<file path="src/rtl/icache_line_prefetcher_pkg.sv">
// Shared types and constants for the icache next-line prefetcher.
package toy_pack;

    localparam int unsigned ADDR_WIDTH          = 32;
    localparam int unsigned TXNID_WIDTH         = 8;
    localparam int unsigned OPCODE_WIDTH        = 4;
    localparam int unsigned PF_SEQ_WIDTH        = 4;
    localparam int unsigned LINE_BYTES          = 64;
    localparam int unsigned ICACHE_OFFSET_WIDTH = 6;

    localparam logic [TXNID_WIDTH-1:0]  PF_TXNID_BASE   = 8'hA0;
    localparam logic [OPCODE_WIDTH-1:0] PREFETCH_OPCODE = 4'h6;

    typedef logic [ADDR_WIDTH-1:0] req_addr_t;

    typedef struct packed {
        req_addr_t                addr;
        logic [TXNID_WIDTH-1:0]   txnid;
        logic [OPCODE_WIDTH-1:0]  opcode;
    } pc_req_t;

    typedef enum logic {
        IDLE  = 1'b0,
        ISSUE = 1'b1
    } pf_state_e;

    // Clear the byte-offset bits to get the containing cache line.
    function automatic req_addr_t line_align(input req_addr_t addr);
        return addr & ~req_addr_t'(LINE_BYTES - 1);
    endfunction

endpackage

</file>
<file path="src/rtl/icache_line_prefetcher_miss_queue.sv">
// Miss-line FIFO with a parallel compare of an incoming line against all valid entries.
module icache_pf_miss_queue
    import toy_pack::*;
#(
    parameter int unsigned DEPTH = 4
) (
    input  logic      clk,
    input  logic      rst,
    input  logic      flush,
    input  logic      push,
    input  logic      pop,
    input  req_addr_t push_line,
    input  req_addr_t cmp_line,
    output logic      full,
    output logic      empty,
    output logic      empty_nxt_c,
    output logic      dup_hit_c,
    output req_addr_t head_c
);

    localparam int unsigned PTR_W = (DEPTH > 1) ? $clog2(DEPTH) : 1;
    localparam int unsigned CNT_W = PTR_W + 1;

    req_addr_t        entries_q [DEPTH];
    req_addr_t        entries_d [DEPTH];
    logic [DEPTH-1:0] valid_q, valid_d;
    logic [PTR_W-1:0] wr_ptr_q, wr_ptr_d;
    logic [PTR_W-1:0] rd_ptr_q, rd_ptr_d;
    logic [CNT_W-1:0] count_q, count_d;
    logic             full_q, full_d;
    logic             empty_q, empty_d;
    logic             pop_ok_c, push_ok_c;

    // A push into a full queue is only legal when the head leaves in the same cycle.
    assign pop_ok_c  = pop && !empty_q;
    assign push_ok_c = push && (!full_q || pop_ok_c);

    // Next-state of storage, pointers and occupancy; flush wins over everything.
    always_comb begin
        entries_d = entries_q;
        valid_d   = valid_q;
        wr_ptr_d  = wr_ptr_q;
        rd_ptr_d  = rd_ptr_q;
        count_d   = count_q;
        if (flush) begin
            valid_d  = '0;
            wr_ptr_d = '0;
            rd_ptr_d = '0;
            count_d  = '0;
        end else begin
            if (pop_ok_c) begin
                valid_d[rd_ptr_q] = 1'b0;
                rd_ptr_d          = rd_ptr_q + PTR_W'(1);
            end
            if (push_ok_c) begin
                entries_d[wr_ptr_q] = push_line;
                valid_d[wr_ptr_q]   = 1'b1;
                wr_ptr_d            = wr_ptr_q + PTR_W'(1);
            end
            count_d = count_q + CNT_W'(push_ok_c) - CNT_W'(pop_ok_c);
        end
        full_d  = (count_d == CNT_W'(DEPTH));
        empty_d = (count_d == '0);
    end

    // Parallel duplicate search over every valid entry.
    always_comb begin
        dup_hit_c = 1'b0;
        for (int unsigned i = 0; i < DEPTH; i++) begin
            if (valid_q[i] && (entries_q[i] == cmp_line)) begin
                dup_hit_c = 1'b1;
            end
        end
    end

    // Queue state registers.
    always_ff @(posedge clk) begin
        if (rst) begin
            for (int unsigned i = 0; i < DEPTH; i++) begin
                entries_q[i] <= '0;
            end
            valid_q  <= '0;
            wr_ptr_q <= '0;
            rd_ptr_q <= '0;
            count_q  <= '0;
            full_q   <= 1'b0;
            empty_q  <= 1'b1;
        end else begin
            entries_q <= entries_d;
            valid_q   <= valid_d;
            wr_ptr_q  <= wr_ptr_d;
            rd_ptr_q  <= rd_ptr_d;
            count_q   <= count_d;
            full_q    <= full_d;
            empty_q   <= empty_d;
        end
    end

    assign full        = full_q;
    assign empty       = empty_q;
    assign empty_nxt_c = empty_d;
    assign head_c      = entries_q[rd_ptr_q];

endmodule

</file>
<file path="src/rtl/icache_line_prefetcher.sv">
// Next-line instruction prefetcher: queues demand-miss lines and issues up to
// PF_DEGREE same-page next-line requests per miss toward the icache arbiter.
// Optional statistics counters: define ICACHE_PREFETCH_STATS_EN.
module icache_line_prefetcher
    import toy_pack::*;
#(
    parameter int unsigned PF_DEGREE      = 2,
    parameter int unsigned PF_QUEUE_DEPTH = 4,
    parameter int unsigned PF_PAGE_BITS   = 12
) (
    input  logic        clk,
    input  logic        rst,
    input  logic        prefetch_enable,
    input  logic        miss_vld,
    input  req_addr_t   miss_addr,
    input  logic        pref_to_mshr_req_rdy,
    output logic        prefetch_req_vld,
    input  logic        prefetch_req_rdy,
    output pc_req_t     prefetch_req_pld,
    output logic        pf_busy,
    output logic [15:0] pf_issued_cnt,
    output logic [15:0] pf_dropped_cnt
);

    localparam int unsigned CNT_W  = 4;
    localparam int unsigned STAT_W = 16;

    pf_state_e               state_q, state_d;
    req_addr_t               base_q, base_d;
    logic [CNT_W-1:0]        cnt_q, cnt_d;
    logic [PF_SEQ_WIDTH-1:0] seq_q, seq_d;
    logic                    vld_q, vld_d;
    pc_req_t                 pld_q, pld_d;
    logic                    busy_q, busy_d;

    req_addr_t cand_addr_c;
    req_addr_t miss_line_c;
    req_addr_t q_head_c;
    logic      hs_c, pop_c, push_c, miss_take_c, base_hit_c;
    logic      q_full, q_empty, q_empty_nxt_c, q_dup_hit_c;

    assign hs_c = vld_q && prefetch_req_rdy;

    // Miss capture: drop duplicates of queued lines or of the line being prefetched.
    assign miss_line_c = line_align(miss_addr);
    assign base_hit_c  = (state_q == ISSUE) && (miss_line_c == base_q);
    assign miss_take_c = miss_vld && prefetch_enable && !q_dup_hit_c && !base_hit_c;
    assign push_c      = miss_take_c && (!q_full || pop_c);

    icache_pf_miss_queue #(
        .DEPTH (PF_QUEUE_DEPTH)
    ) u_miss_queue (
        .clk         (clk),
        .rst         (rst),
        .flush       (!prefetch_enable),
        .push        (push_c),
        .pop         (pop_c),
        .push_line   (miss_line_c),
        .cmp_line    (miss_line_c),
        .full        (q_full),
        .empty       (q_empty),
        .empty_nxt_c (q_empty_nxt_c),
        .dup_hit_c   (q_dup_hit_c),
        .head_c      (q_head_c)
    );

    // FSM state register.
    always_ff @(posedge clk) begin
        if (rst) begin
            state_q <= IDLE;
        end else begin
            state_q <= state_d;
        end
    end

    // Next-state and burst bookkeeping; the page check looks at the line to be requested next.
    always_comb begin
        state_d     = state_q;
        base_d      = base_q;
        cnt_d       = cnt_q;
        seq_d       = seq_q;
        pop_c       = 1'b0;
        cand_addr_c = '0;
        case (state_q)
            IDLE: begin
                if (prefetch_enable && !q_empty) begin
                    pop_c   = 1'b1;
                    base_d  = q_head_c;
                    cnt_d   = CNT_W'(1);
                    state_d = ISSUE;
                end
            end
            ISSUE: begin
                if (hs_c) begin
                    cnt_d = cnt_q + CNT_W'(1);
                    seq_d = seq_q + PF_SEQ_WIDTH'(1);
                    if ((cnt_q == CNT_W'(PF_DEGREE)) || !prefetch_enable) begin
                        state_d = IDLE;
                        cnt_d   = '0;
                    end
                end else if (!vld_q && !prefetch_enable) begin
                    state_d = IDLE;
                    cnt_d   = '0;
                end
            end
            default: begin
                state_d = IDLE;
            end
        endcase
        cand_addr_c = base_d + (req_addr_t'(cnt_d) << ICACHE_OFFSET_WIDTH);
        if ((state_d == ISSUE) &&
            (cand_addr_c[ADDR_WIDTH-1:PF_PAGE_BITS] != base_d[ADDR_WIDTH-1:PF_PAGE_BITS])) begin
            state_d = IDLE;
            cnt_d   = '0;
        end
    end

    // Output next-values; an asserted valid doubles as the hold flag until the handshake.
    always_comb begin
        vld_d  = vld_q;
        pld_d  = pld_q;
        busy_d = !q_empty_nxt_c || (state_d != IDLE);
        if (!vld_q || hs_c) begin
            vld_d = (state_d == ISSUE) && prefetch_enable && pref_to_mshr_req_rdy;
            pld_d = '0;
            if (vld_d) begin
                pld_d.addr   = cand_addr_c;
                pld_d.txnid  = PF_TXNID_BASE + TXNID_WIDTH'(seq_d);
                pld_d.opcode = PREFETCH_OPCODE;
            end
        end
    end

    // Burst datapath and registered outputs.
    always_ff @(posedge clk) begin
        if (rst) begin
            base_q <= '0;
            cnt_q  <= '0;
            seq_q  <= '0;
            vld_q  <= 1'b0;
            pld_q  <= '0;
            busy_q <= 1'b0;
        end else begin
            base_q <= base_d;
            cnt_q  <= cnt_d;
            seq_q  <= seq_d;
            vld_q  <= vld_d;
            pld_q  <= pld_d;
            busy_q <= busy_d;
        end
    end

    assign prefetch_req_vld = vld_q;
    assign prefetch_req_pld = pld_q;
    assign pf_busy          = busy_q;

`ifdef ICACHE_PREFETCH_STATS_EN
    localparam logic [STAT_W-1:0] STAT_MAX = {STAT_W{1'b1}};

    logic [STAT_W-1:0] issued_q, issued_d;
    logic [STAT_W-1:0] dropped_q, dropped_d;
    logic              full_drop_c;

    // Only capacity drops are counted; duplicate drops are expected traffic.
    assign full_drop_c = miss_take_c && q_full && !pop_c;

    // Saturating statistics counters.
    always_comb begin
        issued_d  = issued_q;
        dropped_d = dropped_q;
        if (hs_c && (issued_q != STAT_MAX)) begin
            issued_d = issued_q + STAT_W'(1);
        end
        if (full_drop_c && (dropped_q != STAT_MAX)) begin
            dropped_d = dropped_q + STAT_W'(1);
        end
    end

    // Statistics registers.
    always_ff @(posedge clk) begin
        if (rst) begin
            issued_q  <= '0;
            dropped_q <= '0;
        end else begin
            issued_q  <= issued_d;
            dropped_q <= dropped_d;
        end
    end

    assign pf_issued_cnt  = issued_q;
    assign pf_dropped_cnt = dropped_q;
`else
    assign pf_issued_cnt  = '0;
    assign pf_dropped_cnt = '0;
`endif

endmodule

</file>
<file path="config.mk">
export PLATFORM = sky130hd
export DESIGN_NAME = icache_line_prefetcher
export DESIGN_NICKNAME = d
export VERILOG_FILES = /design/src/rtl/icache_line_prefetcher_pkg.sv /design/src/rtl/icache_line_prefetcher_miss_queue.sv /design/src/rtl/icache_line_prefetcher.sv
export SDC_FILE = /design/constraint.sdc
export NUM_CORES = 1
export LEC_CHECK = 0
export BUFFER_PORTS_ARGS = -buffer_cell sky130_fd_sc_hd__buf_2
export CAP_MARGIN = 20
export CORE_ASPECT_RATIO = 0.9
export CORE_MARGIN = 10
export CORE_UTILIZATION = 50
export DETAILED_ROUTE_END_ITERATION = 8
export PLACE_DENSITY = 0.75
export SLEW_MARGIN = 10
export SYNTH_ARGS = -nofsm -noshare
export SYNTH_HDL_FRONTEND = slang
export SYNTH_SLANG_ARGS = --single-unit
</file>
<file path="constraint.sdc">
create_clock -name clk -period 5.5 [get_ports clk]
set_input_delay 0.275 -clock clk [delete_from_list [all_inputs] [get_ports clk]]
set_output_delay 0.275 -clock clk [all_outputs]
set_load 0.005 [all_outputs]
</file>
Word-level counts from Yosys, hierarchy flattened
Index checks and enable logic that the tools add are counted.

cells by class
  $mul = 0
  shift operators = 0
  add/sub/neg operators = 8
  div/mod/pow operators = 0
  reductions and logical operators = 36
  equality and inequality tests = 8
  muxes and demuxes = 35
  bitwise gates (word level) = 7
  magnitude comparators = 7

operators with widths
  operator             count
  $eq 32x32->1         5
  $mux 32              5
  $bwmux 128           1
  $bmux 32 s2          1
  $demux 32 s2         1
  $mux 44              1
  $mux 4               9
  $add 32x10->32       1
  $logic_and 1x1->1    20
  $ne 20x20->1         1
  $mux 1               12
  $add 4x1->4 const B  2
  $add 8x4->8 const A  1
  $pmux 4 s2           1
  $logic_not 1->1      7
  $ge 3x3->1 const B   2
  $lt 2x3->1 const B   2
  $not 2->3            2
  $logic_or 1x1->1     5
  $add 2x1->2 const B  2
  $and 4x4->4          1
  $demux 1 s2          2
  $eq 4x2->1 const B   1
  $ge 2x1->1 const B   2
  other kinds (12)     14

word-level totals
  bits in writable memories = 0
  register bits = 228
  memories kept = 0
  output and inout bits = 78
  latch bits = 0
  memory bits (read-only) = 0

Longest topological paths before layout
  depth after elaboration = 17
  depth in mapped cells = 18
  mapped depth without buffers = 15

Hierarchy
Synthesis repeated with hierarchy kept, for this count alone.

unflattened totals
  cells, all modules = 1315
  area total of the unflattened synthesis = 11476.0 µm²

by module, submodules not included
  module                  area an instance (µm²)  cells an instance  instances
  icache_pf_miss_queue    7308.3                  853                1
  icache_line_prefetcher  4167.7                  462                1

Worst setup path before layout
No wires, ideal clock.

  path type = register -> register
  from = register u_miss_queue.rd_ptr_q[0]
  to = register pld_q, in the netlist prefetch_req_pld[36]
  required time = 5.432 ns
  clock period less this slack = 4.276 ns
  data arrival time = 4.208 ns
  path buffers = 5
  cell stages (with the launch flop) = 17
  setup slack = 1.224 ns
  path through = dfxtp_1 buf_2 buf_2 buf_2 mux4_2 nand2_1 nand2_1 ha_1 fa_1 a21o_1 a21oi_1 a21oi_1 or3_1 or3_1 buf_2 buf_6 o21ai_2

between the ends
  word-level cells in the longest chain between the ends = 13

RTL lines
  element                                       RTL line                                  source
  start, declared                               icache_line_prefetcher_miss_queue.sv:28   logic [PTR_W-1:0] rd_ptr_q, rd_ptr_d;
  start signal, assigned                        icache_line_prefetcher_miss_queue.sv:92   rd_ptr_q <= rd_ptr_d;
  $not 2->3 (not written as such) *             icache_line_prefetcher_miss_queue.sv:102  assign head_c = entries_q[rd_ptr_q];
  $bmux 32 s2 *                                 icache_line_prefetcher_miss_queue.sv:102
  $mux 32 (not written as such) * (2 in a row)  icache_line_prefetcher_miss_queue.sv:102
  $mux 32 *                                     icache_line_prefetcher.sv:86              if (prefetch_enable && !q_empty) begin
  $mux 32 *                                     icache_line_prefetcher.sv:84              case (state_q)
  via base_d[6]                                 icache_line_prefetcher.sv:29              req_addr_t base_q, base_d;
  $add 32x10->32 *                              icache_line_prefetcher.sv:110             cand_addr_c = base_d + (req_addr_t'(cnt_d) << ICACHE_OFFSET_WIDTH);
  $ne 20x20->1                                  icache_line_prefetcher.sv:112             (cand_addr_c[ADDR_WIDTH-1:PF_PAGE_BITS] != base_d[ADDR_WIDTH-1:PF_PAGE_BITS])) begin
  $logic_and 1x1->1                             icache_line_prefetcher.sv:111             if ((state_d == ISSUE) &&
  $mux 1                                        icache_line_prefetcher.sv:111
  $logic_and 1x1->1 (2 in a row)                icache_line_prefetcher.sv:124             vld_d = (state_d == ISSUE) && prefetch_enable && pref_to_mshr_req_rdy;
  $mux 44 *                                     icache_line_prefetcher.sv:126             if (vld_d) begin
  end signal, assigned                          icache_line_prefetcher.sv:148             pld_q <= pld_d;
  end, declared                                 icache_line_prefetcher.sv:33              pc_req_t pld_q, pld_d;

The timed path passes the listed nets; every way through them passes the cells marked *. The select of a mux whose other input is x is not followed.
A chain may end at the register's enable or synchronous reset.

Worst setup path after layout
  from = register state_q
  to = register pld_q, in the netlist prefetch_req_pld[43]

RTL lines
  element                         RTL line                       source
  start, declared                 icache_line_prefetcher.sv:28   pf_state_e state_q, state_d;
  start signal, assigned          icache_line_prefetcher.sv:72   state_q <= state_d;
  $mux 32 *                       icache_line_prefetcher.sv:84
  via base_d[6]                   icache_line_prefetcher.sv:29
  $add 32x10->32 *                icache_line_prefetcher.sv:110
  $ne 20x20->1                    icache_line_prefetcher.sv:112
  $logic_and 1x1->1               icache_line_prefetcher.sv:111
  $mux 1                          icache_line_prefetcher.sv:111
  $logic_and 1x1->1 (2 in a row)  icache_line_prefetcher.sv:124
  $mux 44 *                       icache_line_prefetcher.sv:126

The timed path passes the listed nets; every way through them passes the cells marked *.

==> metrics <==
top cells by area, synth=dfxtp_1 37%, mux2i_1 11%, xnor2_1 11%; required time worst endpoint=5880 ps; CTS root buf=clkbuf_16; CP endpoint kind=flop; first-pass GRT wire length=45800 um; setup TNS=0 ps; largest net degree at the start of global routing=88; top cells by count, synth=196 x dfxtp_1, 134 x nand2b_1, 131 x xnor2_1; post-synthesis sequential area ratio=0.366; count leader, synth=dfxtp_1; fin crit share=0.828; Synth area leader=dfxtp_1; area fraction of the dominant cell type after synthesis=0.366; gr usage total=0.207; WHS=177 ps; vias in the first global route=7787; Hold/Removal Path Class=input pin to flop; Arr. time, crit path=4930 ps; gr ovfl total=0; layout cells sized above 1=0.137; critical hold path startpoint=prefetch_req_rdy; Least-Margin Pin Slew=1100 ps; Post-Syn Instances=1119; Antenna diodes=0; PD cells=265 nW/um^2; Mean Syn Cell Area=9.57 sq um; Syn. warnings=0; EDFF count, synth=0; status=finished, final reports clean; wirelength, routed=29500 um; H-tree depth=4; CTS max path bufs=2; minimum clock period=4550 ps; nets@finish=1195; Die W=174 um; Final Power=3070 uW; ys flop type=dfxtp_1; CTS Hold Bufs=0; maxcap violations=0; RSZ-0062 raised after global routing=no; R2R Path Start=state_q$_SDFF_PP0_; number of port buffers=73; Finish-stage setup viols=0; Syn-to-layout area delta=8.23%; Post-Route Skew=13.5 ps; Cell Area, Synth=10700 sq um; R2R Path End=prefetch_req_pld[43]$_SDFFE_PP0P_; FF+latch count, synth=196; slowest CP cell=or3b_1; routability cong.=0.978; Setup CP Type=flop to flop; DRC errors left=0; slack of the worst reg-to-reg path=950 ps; Reg2Reg Depth=12; die height=159 um; Starting Density=0.511; crit path from=state_q$_SDFF_PP0_; DRT Pass-1 Iters=5; initial antenna violation count=0; Rows=50; CTS tree=done; antenna viol nets, final=0; clk_lat worst skew=450 ps; critical path's largest stage delay=750 ps; post-cts resize count=0; Hold Vio Cnt, Final=0; TritonCTS Buffers=17; Reg clk slew, reported paths=80 ps; wire per inst=20.5 um; HPWL after DPL=22300 um; Crit path depth=12; Max Freq=0.220 GHz; Pins Over Slew Limit=0; Worst Hold Path EP=prefetch_req_pld[25]$_SDFFE_PP0P_; Max rail drop VDD=0.139 mV; core area=21000 sq um; Pleak=0.00455 uW; cell family with most CP delay=simple AND/OR/NAND/NOR gates; Slew HR=0.262; postcts setup bufs=0; clock sinks=196; Cell Chain, Critical Path=or3b_1, inv_2, nand2_1, nand2_1, ha_1, fa_1, a21o_1, a21oi_1, a21oi_1, or3_1, or3_1, o21ai_1; CP Launch Type=flop; routed via count=8197; drt via density=5.70; Critical path buffers and inverters=1; first-iteration detailed-routing DRC count=743; Synth cell types=56; area of the die=27700 sq um; post-synthesis async set-or-reset flop share=0; io pins=116; peak fanout along the critical path=23; hold path depth=4
-- worst min-delay path, stage by stage --
cell and delay, ps:
buf_2 110, nor2b_1 80, nand2_1 70, a21oi_1 50
-- per-layer routing --
layer	vias up	track usage	wire length (um)
met3	36	0.0417	2800
met2	367	0.317	13000
met1	3949	0.291	13200
li1	3845	-	-
met4	0	0.0509	420
met5	-	0	0
-- worst max path at each step --
stage / to / slack, ps
final: prefetch_req_pld[43]$_SDFFE_PP0P_ / 950
after global routing: prefetch_req_pld[37]$_SDFFE_PP0P_ / 650
after CTS: prefetch_req_pld[43]$_SDFFE_PP0P_ / 930
after detailed placement: prefetch_req_pld[43]$_SDFFE_PP0P_ / 960
after global placement: prefetch_req_pld[36]$_SDFFE_PP0P_ / 1050
after floorplan: prefetch_req_pld[36]$_SDFFE_PP0P_ / 1220
-- kinds of logic after synthesis --
logic type,count (synthesis),synth area share
flops,196,0.366
buf+inv,131,0.0637
fa+ha+maj,19,0.0236
simple gates,384,0.199
compound gates,95,0.0602
other cells,1,0.000350
mux,151,0.171
xor+xnor,142,0.116
-- area by class of cell --
class | instances | area [sq um]
Sequential cell | 196 | 3930
Tap cell | 286 | 358
Inverter | 14 | 52.6
Clock inverter | 13 | 130
Timing Repair Buffer | 82 | 435
Fill cell | 1875 | 9360
Multi-Input combinational cell | 827 | 6250
Clock buffer | 19 | 443
-- flip-flops by register name, indices dropped and copies added, names as in the netlist, 2 cells and up --
| signal | flops |
|---|---|
| base_q | 32 |
| u_miss_queue.rd_ptr_q | 2 |
| prefetch_req_pld | 37 |
| u_miss_queue.count_q | 3 |
| u_miss_queue.wr_ptr_q | 2 |
| seq_q | 4 |
| u_miss_queue.valid_q | 4 |
| cnt_q | 4 |
| u_miss_queue.entries_q | 104 |
-- cells in the final DEF, fill, tap and decap left out, types with 3 or more instances in the layout --
| cell | synthesis | routed |
|---|---|---|
| a22o_1 | 14 | 14 |
| inv_6 | 0 | 3 |
| conb_1 | 1 | 36 |
| mux2_2 | 3 | 3 |
| mux2i_1 | 123 | 123 |
| nand4_1 | 60 | 60 |
| buf_2 | 23 | 72 |
| o21ai_1 | 8 | 8 |
| nand2b_1 | 134 | 134 |
| and3_1 | 5 | 5 |
| nor4b_1 | 3 | 3 |
| nand2_1 | 61 | 61 |
| inv_1 | 13 | 13 |
| mux4_2 | 24 | 24 |
| a21o_1 | 6 | 6 |
| nor4_1 | 16 | 16 |
| nor2_1 | 49 | 48 |
| xor2_1 | 11 | 11 |
| buf_4 | 41 | 10 |
| clkbuf_16 | 0 | 17 |
| xnor2_1 | 131 | 131 |
| ha_1 | 17 | 17 |
| nor3_1 | 8 | 8 |
| inv_8 | 0 | 6 |
| or3_1 | 4 | 4 |
| o21ai_2 | 10 | 10 |
| dfxtp_1 | 196 | 195 |
| a21oi_1 | 27 | 27 |
| nand3b_1 | 3 | 3 |
| and2_1 | 8 | 8 |
| nand3_1 | 20 | 18 |
| o21ai_0 | 10 | 10 |
| nor2b_1 | 8 | 8 |
-- where the power goes --
group | leakage [uW] | switching [uW] | internal [uW]
sequential | 0.00158 | 27.5 | 1440
clock | 0.000279 | 621 | 617
combinational | 0.00269 | 221 | 136
total | 0.00455 | 870 | 2200
-- per-stage QoR --
| stage | util | setup slack, ps | instance area [sq um] | instances |
|---|---|---|---|---|
| detailed placement | 0.526 | 965 | 11000 | 1405 |
| floorplan | - | 1220 | 10800 | 1154 |
| global route | 0.553 | 648 | 11600 | 1437 |
| finish | 0.553 | 947 | 11600 | 1437 |
| CTS | 0.553 | 927 | 11600 | 1437 |
| global placement | 0.526 | 1050 | 11000 | 1405 |
Power figures use the tool's default switching activity.
